`src/rtl/csa_pkg.sv`:
```
// Shared constants, phase encoding and beat-packing helper for the CSA output packer.
package csa_pkg;

   localparam int unsigned CSA_CALC_OUT_WIDTH = 48;
   localparam int unsigned AXIS_DATA_WIDTH    = 32;

   typedef enum logic [1:0] {
      PH_LO  = 2'd0,
      PH_MID = 2'd1,
      PH_HI  = 2'd2
   } phase_t;

   // Two 48-bit results H (older) and H1 map onto three 32-bit beats.
   localparam int unsigned LO_MSB     = 31;
   localparam int unsigned MID_H_LSB  = 32;
   localparam int unsigned MID_H1_MSB = 15;
   localparam int unsigned HI_LSB     = 16;

   function automatic logic [AXIS_DATA_WIDTH-1:0] pack_beat(
      input phase_t                        ph,
      input logic [CSA_CALC_OUT_WIDTH-1:0] h,
      input logic [CSA_CALC_OUT_WIDTH-1:0] h1
   );
      logic [AXIS_DATA_WIDTH-1:0] b;
      case (ph)
         PH_LO:   b = h[LO_MSB:0];
         PH_MID:  b = {h1[MID_H1_MSB:0], h[CSA_CALC_OUT_WIDTH-1:MID_H_LSB]};
         default: b = h[CSA_CALC_OUT_WIDTH-1:HI_LSB];
      endcase
      return b;
   endfunction

endpackage

```
`src/rtl/csa_result_fifo.sv`:
```
// Single-clock result FIFO exposing the head and head+1 entries for the beat packer.
module csa_result_fifo
   import csa_pkg::*;
#(
   parameter int unsigned WIDTH = 48,
   parameter int unsigned DEPTH = 8
) (
   input  logic                       csa_calc_clk,
   input  logic                       rst_n,
   input  logic                       clr,
   input  logic                       push,
   input  logic [WIDTH-1:0]           push_data,
   input  logic                       pop,
   output logic [WIDTH-1:0]           head,
   output logic [WIDTH-1:0]           head1,
   output logic [$clog2(DEPTH):0]     count
);

   localparam int unsigned AW = $clog2(DEPTH);

   logic [WIDTH-1:0] mem [DEPTH];
   logic [AW-1:0]    wr_ptr;
   logic [AW-1:0]    rd_ptr;

   // Storage needs no reset: entries are only observed once written.
   always_ff @(posedge csa_calc_clk) begin
      if (push) begin
         mem[wr_ptr] <= push_data;
      end
   end

   always_ff @(posedge csa_calc_clk or negedge rst_n) begin
      if (!rst_n) begin
         wr_ptr <= '0;
         rd_ptr <= '0;
         count  <= '0;
      end else if (clr) begin
         wr_ptr <= '0;
         rd_ptr <= '0;
         count  <= '0;
      end else begin
         if (push) begin
            wr_ptr <= wr_ptr + AW'(1);
         end
         if (pop) begin
            rd_ptr <= rd_ptr + AW'(1);
         end
         case ({push, pop})
            2'b10:   count <= count + (AW+1)'(1);
            2'b01:   count <= count - (AW+1)'(1);
            default: count <= count;
         endcase
      end
   end

   assign head  = mem[rd_ptr];
   assign head1 = mem[rd_ptr + AW'(1)];

endmodule

```
`src/rtl/csa_out_axis_packer.sv`:
```
// Buffers 48-bit CSA results and repacks each pair into three 32-bit AXI-Stream beats.
module csa_out_axis_packer
   import csa_pkg::*;
#(
   parameter int unsigned CSA_CALC_OUT_WIDTH = 48,
   parameter int unsigned AXIS_DATA_WIDTH    = 32,
   parameter int unsigned FIFO_DEPTH         = 8,
   parameter int unsigned RESULTS_PER_PACKET = 8
) (
   input  logic                          csa_calc_clk,
   input  logic                          rst_n,
   input  logic                          clr,
   input  logic                          csa_out_wen,
   input  logic [CSA_CALC_OUT_WIDTH-1:0] csa_out_wdata,
   output logic                          csa_out_error_full,
   output logic [AXIS_DATA_WIDTH-1:0]    m_axis_tdata,
   output logic                          m_axis_tvalid,
   input  logic                          m_axis_tready,
   output logic                          m_axis_tlast,
   output logic                          overflow,
   output logic [31:0]                   result_count,
   output logic [31:0]                   beat_count
);

   if (CSA_CALC_OUT_WIDTH != csa_pkg::CSA_CALC_OUT_WIDTH ||
       AXIS_DATA_WIDTH != csa_pkg::AXIS_DATA_WIDTH) begin : g_bad_width
      $error("csa_out_axis_packer: widths are fixed at 48 in / 32 out");
   end
   if (FIFO_DEPTH < 2 || (FIFO_DEPTH & (FIFO_DEPTH - 1)) != 0) begin : g_bad_depth
      $error("csa_out_axis_packer: FIFO_DEPTH must be a power of two >= 2");
   end
   if (RESULTS_PER_PACKET < 2 || (RESULTS_PER_PACKET % 2) != 0) begin : g_bad_packet
      $error("csa_out_axis_packer: RESULTS_PER_PACKET must be even and >= 2");
   end

   localparam int unsigned AW    = $clog2(FIFO_DEPTH);
   localparam int unsigned PAIRS = RESULTS_PER_PACKET / 2;
   localparam int unsigned PCW   = (PAIRS > 1) ? $clog2(PAIRS) : 1;

   logic [CSA_CALC_OUT_WIDTH-1:0] head;
   logic [CSA_CALC_OUT_WIDTH-1:0] head1;
   logic [AW:0]                   count;
   logic [AW:0]                   cnt_after_pop;
   phase_t                        phase;
   phase_t                        phase_nxt;
   logic [PCW-1:0]                pair_cnt;
   logic                          tvalid_r;
   logic                          tvalid_nxt;
   logic                          full;
   logic                          push;
   logic                          pop;
   logic                          hs;
   logic                          last_pair;

   assign full      = (count == (AW+1)'(FIFO_DEPTH));
   assign push      = csa_out_wen && !full;
   assign hs        = tvalid_r && m_axis_tready;
   assign pop       = hs && (phase != PH_LO);
   assign last_pair = (pair_cnt == PCW'(PAIRS - 1));

   csa_result_fifo #(
      .WIDTH (CSA_CALC_OUT_WIDTH),
      .DEPTH (FIFO_DEPTH)
   ) u_fifo (
      .csa_calc_clk (csa_calc_clk),
      .rst_n        (rst_n),
      .clr          (clr),
      .push         (push),
      .push_data    (csa_out_wdata),
      .pop          (pop),
      .head         (head),
      .head1        (head1),
      .count        (count)
   );

   // Next tvalid ignores this cycle's write, giving one cycle of write-to-valid
   // latency; pops are accounted for, so tvalid never falls without a handshake.
   always_comb begin
      phase_nxt = phase;
      if (hs) begin
         case (phase)
            PH_LO:   phase_nxt = PH_MID;
            PH_MID:  phase_nxt = PH_HI;
            default: phase_nxt = PH_LO;
         endcase
      end
      cnt_after_pop = count - {{AW{1'b0}}, pop};
      if (phase_nxt == PH_HI) begin
         tvalid_nxt = (cnt_after_pop >= (AW+1)'(1));
      end else begin
         tvalid_nxt = (cnt_after_pop >= (AW+1)'(2));
      end
   end

   always_ff @(posedge csa_calc_clk or negedge rst_n) begin
      if (!rst_n) begin
         phase        <= PH_LO;
         tvalid_r     <= 1'b0;
         pair_cnt     <= '0;
         overflow     <= 1'b0;
         result_count <= '0;
         beat_count   <= '0;
      end else if (clr) begin
         phase        <= PH_LO;
         tvalid_r     <= 1'b0;
         pair_cnt     <= '0;
         overflow     <= 1'b0;
         result_count <= '0;
         beat_count   <= '0;
      end else begin
         phase    <= phase_nxt;
         tvalid_r <= tvalid_nxt;
         if (hs && phase == PH_HI) begin
            pair_cnt <= last_pair ? '0 : pair_cnt + PCW'(1);
         end
         if (csa_out_wen && full) begin
            overflow <= 1'b1;
         end
         if (push) begin
            result_count <= result_count + 32'd1;
         end
         if (hs) begin
            beat_count <= beat_count + 32'd1;
         end
      end
   end

   assign csa_out_error_full = full;
   assign m_axis_tvalid      = tvalid_r;
   assign m_axis_tdata       = tvalid_r ? pack_beat(phase, head, head1) : '0;
   assign m_axis_tlast       = tvalid_r && (phase == PH_HI) && last_pair;

endmodule

```
`config.mk`:
```
export PLATFORM = sky130hd
export DESIGN_NAME = csa_out_axis_packer
export DESIGN_NICKNAME = d
export VERILOG_FILES = /design/src/rtl/csa_pkg.sv /design/src/rtl/csa_result_fifo.sv /design/src/rtl/csa_out_axis_packer.sv
export SDC_FILE = /design/constraint.sdc
export NUM_CORES = 1
export LEC_CHECK = 0
export CORE_MARGIN = 3
export CORE_UTILIZATION = 59
export CTS_CLUSTER_SIZE = 40
export DETAILED_ROUTE_END_ITERATION = 7
export PLACE_DENSITY_LB_ADDON = 0.3
export SLEW_MARGIN = 20
export SYNTH_ARGS = -nofsm -noshare
export SYNTH_HDL_FRONTEND = slang
export SYNTH_SLANG_ARGS = --single-unit
```
`constraint.sdc`:
```
create_clock -name csa_calc_clk -period 8.8 [get_ports csa_calc_clk]
set_input_delay 1.76 -clock csa_calc_clk [delete_from_list [all_inputs] [get_ports csa_calc_clk]]
set_output_delay 1.76 -clock csa_calc_clk [all_outputs]
set_load 0.03 [all_outputs]
```
==> flow_metrics.py, run 1 <==
metrics = {
    "global_routing": {
        "grt_usage_pct": 26.5,
        "grt_overflow": 0,
        "antenna_found_initial": 0,
        "grt_pass1_vias": 12300,
        "grt_pass1_wl_mm": 73.5,
        "grt_max_degree": 96,
    },
    "detailed_routing": {
        "routedWlPerCell_um": 26.0,
        "first_pass_iters": 5,
        "drtIter0Drc": 1260,
        "routed-via-count": 12400,
        "drc": 0,
        "routed_via_density": 6.66,
        "wirelength_mm": 48.5,
        "postRouteAntennaNets": 0,
    },
    "clock_network": {
        "clockBufferDepth": 3,
        "path_clk_slew_ns": 0.06,
        "clk_latency_ns": 0.57,
        "hold_buffers": 0,
        "cts_root_buf": "clkbuf_16",
        "post_cts_buffers": 0,
        "clkSinkCount": 464,
        "cts_tree": "built",
        "cts.htree.levels": 2,
        "cts_resized": 0,
        "cts-buffers-inserted": 48,
    },
    "synthesis": {
        "synth_nets": 1296,
        "synthCells": 1233,
        "synth_ff_type": "edfxtp_1",
        "synth_seq_area_share_pct": 66.5,
        "synth_mux_area_share_pct": 16.4,
        "async_flop_share_pct": 17.2,
        "synthAdderAreaFrac_pct": 0.652,
        "yosys.area_share.simple_pct": 7.00,
        "syn_area_sq_um": 20300,
        "synth_edf_count": 384,
        "synth_xor_area_share_pct": 1.16,
        "avgSynthCellArea_sq_um": 16.5,
        "synth_seq_cells": 464,
        "synth_compound_area_share_pct": 6.34,
        "synth_top_family_by_area": "multiplexers",
        "ys_types": 52,
        "ys_warn_count": 0,
    },
    "run_status": {
        "status": "finished, final reports clean",
    },
    "power": {
        "switchingPower_uw": 986,
        "ir_worst_vdd_mv": 0.161,
        "power.density_nw_per_um2": 193,
        "combPwrFrac_pct": 5.6,
        "p_total_uw": 4590,
        "p_int_uw": 3600,
        "switching_share_pct": 21.5,
        "p_clk_share_pct": 40.9,
        "p_leak_uw": 0.00760,
        "p_seq_share_pct": 53.6,
    },
    "die": {
        "start_util_pct": 60.2,
        "die_x_um": 192,
        "die_h_um": 192,
        "core_sq_um": 33800,
        "io_pins": 153,
        "die_area_sq_um": 36700,
        "rows": 67,
    },
    "critical_path": {
        "rrSetupSlack_ns": 5.75,
        "crit_path_end_kind": "primary output",
        "critPathKind": "flip-flop to primary output",
        "crit_fanout": 53,
        "worstPathArrival_ns": 4.48,
        "cp-start-kind": "flip-flop",
        "crit_required_ns": 7.04,
    },
    "timing": {
        "finClkSkew_ns": 0.0228,
        "post-route-period-util_pct": 70.9,
        "grt_setup_unrepaired": "no",
        "slew_headroom_pct": 30.5,
        "fin_ws_ns": 2.56,
        "hold_viol": 0,
        "maxClockFrequency_ghz": 0.160,
        "fin_setup_tns_ns": 0,
        "setup_viol": 0,
        "slew_violations": 0,
        "worst_pin_slew_ns": 1.04,
        "min_period_ns": 6.24,
    },
    "hold_path": {
        "hold_class": "flip-flop to flip-flop",
    },
    "layout": {
        "nFillCells": 2110,
        "stdcell_count": 1862,
        "utilization_pct": 70.3,
        "drive_gt1_share_pct": 17.0,
        "antenna_cells": 0,
        "fin_nets": 1442,
        "syn2layout_area_growth_pct": 16.8,
    },
    "run": {
        "max_cap_violations": 0,
    },
    "placement": {
        "port_buffers": 152,
        "gp_congestion": 0.852,
        "dp_hpwl_mm": 28.7,
        "dp_slack_ns": 3.17,
        "dp.cells": 1777,
    },
}
-- flip-flops by register name (all words and copies together), names as in the netlist --
name           cells
u_fifo.mem       384
overflow           1
phase              2
u_fifo.wr_ptr      3
beat_count        32
u_fifo.rd_ptr      3
result_count      32
m_axis_tvalid      1
u_fifo.count       4
pair_cnt           2
-- worst paths after layout --
path,end,cells after the start,from
max in group asynchronous,u_fifo.rd_ptr[1]$_DFFE_PN0P_,1,rst_n
max reg2reg,u_fifo.count[3]$_DFFE_PN0P_,7,phase[1]$_DFF_PN0_
min reg2reg,overflow$_DFFE_PN0P_,2,overflow$_DFFE_PN0P_
min,overflow$_DFFE_PN0P_,2,overflow$_DFFE_PN0P_
max,m_axis_tdata[4],7,u_fifo.rd_ptr[1]$_DFFE_PN0P_
min in group asynchronous,beat_count[3]$_DFFE_PN0P_,1,rst_n
-- final cells by class --
type                    instances  area, sq um  area share [%]
clock inverters                20          174           0.732
clock buffers                  65         1260            5.33
repair buffers                174         1680            7.09
well taps                     448          561            2.36
flip-flops and latches        464        13500            57.0
multi-input cells             679         6480            27.3
inverters                      12         45.0           0.190
-- cells in the final DEF (no fill, tap or decap), types with 5 or more instances in the layout --
cell	instances
a21boi_0	15
a21oi_1	40
a221o_1	14
a22o_1	29
a22oi_1	33
and2_1	6
and3_1	7
and4_1	6
buf_4	22
clkbuf_1	17
clkbuf_16	48
clkdlybuf4s50_1	150
clkinv_1	11
dfrtp_1	77
edfxtp_1	384
ha_1	9
inv_1	12
mux2_2	44
mux2i_1	63
mux4_2	98
nand2_1	37
nand3_1	25
nand4_1	23
nor2_1	41
nor2b_1	18
nor3_1	26
nor4_1	13
o21ai_0	9
o31ai_1	20
o41ai_1	5
or3_1	9
or4_1	21
xnor2_1	9
xor2_1	18
-- synthesized netlist by cell type (2+ instances only) --
cell type	number	area share, %
or2_2	3	0.092
a21o_1	2	0.074
a22oi_1	33	1.2
a21oi_1	40	0.98
a22o_1	29	1.2
o21ai_0	9	0.22
xnor2_1	9	0.39
nand4b_1	4	0.17
o31ai_1	20	0.74
and3_1	7	0.22
nand4_1	23	0.71
nor4_1	14	0.43
o21a_1	3	0.11
and4_1	6	0.26
a21boi_0	15	0.55
mux2_2	44	2.4
clkbuf_1	46	0.85
inv_1	12	0.22
nand3_1	25	0.62
or3_1	9	0.28
nand2_1	37	0.68
nand2b_1	4	0.12
mux4_2	98	11
a221o_1	14	0.69
or4_1	21	0.78
buf_1	7	0.13
nor2b_1	19	0.58
nor2_1	44	0.81
o41ai_1	5	0.22
nor3_1	30	0.74
xor2_1	18	0.78
and2_1	6	0.18
mux2i_1	63	3.1
buf_2	24	0.59
nor3b_1	2	0.074
ha_1	9	0.55
dfrtp_1	80	9.8
nor4b_1	2	0.086
edfxtp_1	384	57
-- metal layers --
metal  wire, um  global-route usage [%]  share of wire, %
met1      19200                    37.6                40
met2      23800                    43.1                49
met3       4150                    4.25               8.6
met4       1290                    8.02               2.7
met5          0                       0                 0
-- cell families after synthesis --
logic type / count (synthesis)
DFF: 464
xor gates and xnor gates: 27
adders and majority gates: 10
buffers and inverters: 90
AOI/OAI and AO/OA: 176
and+or+nand+nor: 260
muxes: 206
-- metrics by stage --
step	hold slack, ns	instance area, sq um
after CTS	0.514	23700
final	0.504	23700
after global placement	0.481	22300
after detailed placement	0.501	22300
after floorplan	0.506	20300
after global routing	0.569	23700
-- power by group through the flow --
stage          clock network [uW]  registers [uW]  logic, uW
6_report                     1870            2460        256
3_5_place_dp                    0            2500        253
4_1_cts                      1900            2460        256
2_1_floorplan                   0            2500        126
3_3_place_gp                    0            2500        248
5_1_grt                      1980            2460        272
-- critical path: stages, from the launching register on --
cell and delay, ns:
dfrtp_4 1.08, buf_4 0.64, buf_4 0.46, mux2i_1 0.13, a22o_1 0.23, nor3_1 0.34, a221o_1 0.27, clkdlybuf4s50_1 0.70
(Power assumes the default switching activity.)
==> run 2, diff against run 1 <==
Clock period 8.8 ns to 5.9 ns, I/O delays scaled along.
==> run 2 against run 1 <==
  * Clock power is 68% higher
  * Via count up 0.27%
  * Design area is 1.1% higher
==> flow_metrics.py, run 2 (synthesis results as in run 1) <==
metrics = {
    "run_status": {
        "status": "finished, final reports clean",
    },
    "placement": {
        "gp_congestion": 0.861,
        "dp.cells": 1779,
        "dp_hpwl_mm": 28.7,
        "port_buffers": 152,
    },
    "layout": {
        "multi_input_area_sq_um": 6490,
        "syn2layout_area_growth_pct": 18.1,
        "largest-register": "u_fifo.mem",
        "nFillCells": 2069,
        "seq_area_sq_um": 13500,
        "largest_reg_flops": 384,
        "final_common_cell": "edfxtp_1",
        "utilization_pct": 71.1,
        "final_cell_mix": "edfxtp_1 (384), clkdlybuf4s50_1 (150), mux4_2 (98), dfrtp_1 (77), mux2i_1 (63)",
        "stdcell_count": 1870,
        "drive_gt1_share_pct": 18.4,
        "reg.largest.list": "u_fifo.mem (384), beat_count (32), result_count (32)",
        "fin_nets": 1443,
    },
    "timing": {
        "post-route-period-util_pct": 88.9,
        "slew_headroom_pct": 33.2,
        "hold_viol": 0,
        "hold_ws_ns": 0.494,
        "slew_violations": 0,
        "fin_setup_tns_ns": 0,
        "setup_viol": 0,
        "grt_setup_unrepaired": "no",
        "worst_pin_slew_ns": 1.00,
        "maxClockFrequency_ghz": 0.191,
        "min_period_ns": 5.24,
        "finClkSkew_ns": 0.0259,
    },
    "die": {
        "die_h_um": 192,
        "core_sq_um": 33800,
        "start_util_pct": 60.2,
        "io_pins": 153,
        "rows": 67,
        "die_area_sq_um": 36700,
        "die_x_um": 192,
    },
    "clock_network": {
        "cts-buffers-inserted": 47,
        "clkSinkCount": 464,
        "hold_buffers": 0,
        "clk_latency_ns": 0.58,
        "cts_tree": "built",
        "cts.htree.levels": 2,
        "cts_resized": 0,
        "post_cts_buffers": 0,
        "cts_root_buf": "clkbuf_16",
        "path_clk_slew_ns": 0.06,
        "clockBufferDepth": 3,
    },
    "hold_path": {
        "hold_class": "flip-flop to flip-flop",
    },
    "global_routing": {
        "antenna_found_initial": 4,
        "grt_usage_pct": 27.2,
        "grt_overflow": 0,
        "grt_max_degree": 74,
        "grt_pass1_wl_mm": 75.1,
        "grt_pass1_vias": 12500,
    },
    "critical_path": {
        "crit_required_ns": 4.72,
        "crit_family": "buffers and inverters",
        "crit_path_end_kind": "primary output",
        "max_stage_delay_ns": 0.80,
        "cp-start-kind": "flip-flop",
        "crit_slowest_cell": "clkdlybuf4s50_1",
        "critPathKind": "flip-flop to primary output",
        "critPathBufInv": 1,
        "worstPathArrival_ns": 4.06,
        "crit_chain": "ha_1 -> xor2_1 -> and2_1 -> a22oi_1 -> a21boi_0 -> clkdlybuf4s50_1",
        "crit_fanout": 34,
    },
    "detailed_routing": {
        "routedWlPerCell_um": 26.3,
        "routed_via_density": 6.65,
        "drc": 0,
        "wirelength_mm": 49.1,
        "drtIter0Drc": 1375,
        "routed-via-count": 12400,
        "postRouteAntennaNets": 0,
        "first_pass_iters": 5,
    },
    "power": {
        "p_leak_uw": 0.00772,
        "ir_worst_vdd_mv": 0.298,
        "power.density_nw_per_um2": 300,
        "p_total_uw": 7190,
    },
    "run": {
        "max_cap_violations": 0,
    },
}
==> run 2: cell count changes in the layout (fill, tap and decap cells not counted), moves of 2 or more <==
cell / previous run / this run
bufinv_16: 2 / 9
clkinv_2: 2 / 11
clkbuf_1: 17 / 8
buf_12: 0 / 2
clkinv_1: 11 / 4
clkinvlp_4: 0 / 2
diode_2: 0 / 4
==> run 2: path summary, 6_finish.rpt <==
check                           slack (ns)                          end                         start  cells past startpoint
max in group asynchronous             4.39  result_count[3]$_DFFE_PN0P_                         rst_n                      2
worst min register to register        0.49         overflow$_DFFE_PN0P_          overflow$_DFFE_PN0P_                      2
worst max register to register        2.93  u_fifo.mem[5][21]$_DFFE_PP_   u_fifo.count[3]$_DFFE_PN0P_                      4
worst min-delay path                  0.49         overflow$_DFFE_PN0P_          overflow$_DFFE_PN0P_                      2
min in group asynchronous             0.61   beat_count[29]$_DFFE_PN0P_                         rst_n                      1
worst max-delay path                  0.66             m_axis_tdata[28]  u_fifo.rd_ptr[0]$_DFFE_PN0P_                      6
==> run 2: layout make-up <==
cell class                      count  area share [%]
Clock inverter                     32            1.82
Tap cell                          448            2.33
Clock buffer                       55            5.02
Antenna cell                        4          0.0417
Inverter                           12           0.188
Sequential cell                   464            56.4
Multi-Input combinational cell    679            27.0
Timing Repair Buffer              176            7.16
==> run 2: worst reg2reg max path, delay by kind of cell, from the launching register on <==
kind	cells	cell delay [ns]
flip-flops	1	0.42
buffers and inverters	1	0.41
AND/OR/NAND/NOR	3	1.81
==> run 2: power breakdown <==
part,switching [uW],internal (uW)
Combinational,240,148
Clock,1260,1880
Sequential,31.7,3630
Total,1530,5660
==> run 2: stage by stage <==
stage,cell area (sq um),setup WS [ns]
2_1_floorplan,20300,0.286
3_3_place_gp,22400,1.36
3_5_place_dp,22400,1.41
6_report,24000,0.655
5_1_grt,24000,0.618
4_1_cts,24000,0.768
==> run 2: per-layer routing <==
layer  up-vias  track usage (%)  share of wire, %
li1       5311                -                 -
met3       113             5.91               9.8
met1      6330             37.0                38
met2       677             44.2                49
met5         -                0             0.055
met4         4             9.06               2.8
==> run 3, diff against run 2 <==
Settings changed: CTS_CLUSTER_SIZE 40 to 30, SETUP_SLACK_MARGIN set to 0.3.
==> results of run 3 <==
Final layout, timing and power as in run 2 (identical DEF).
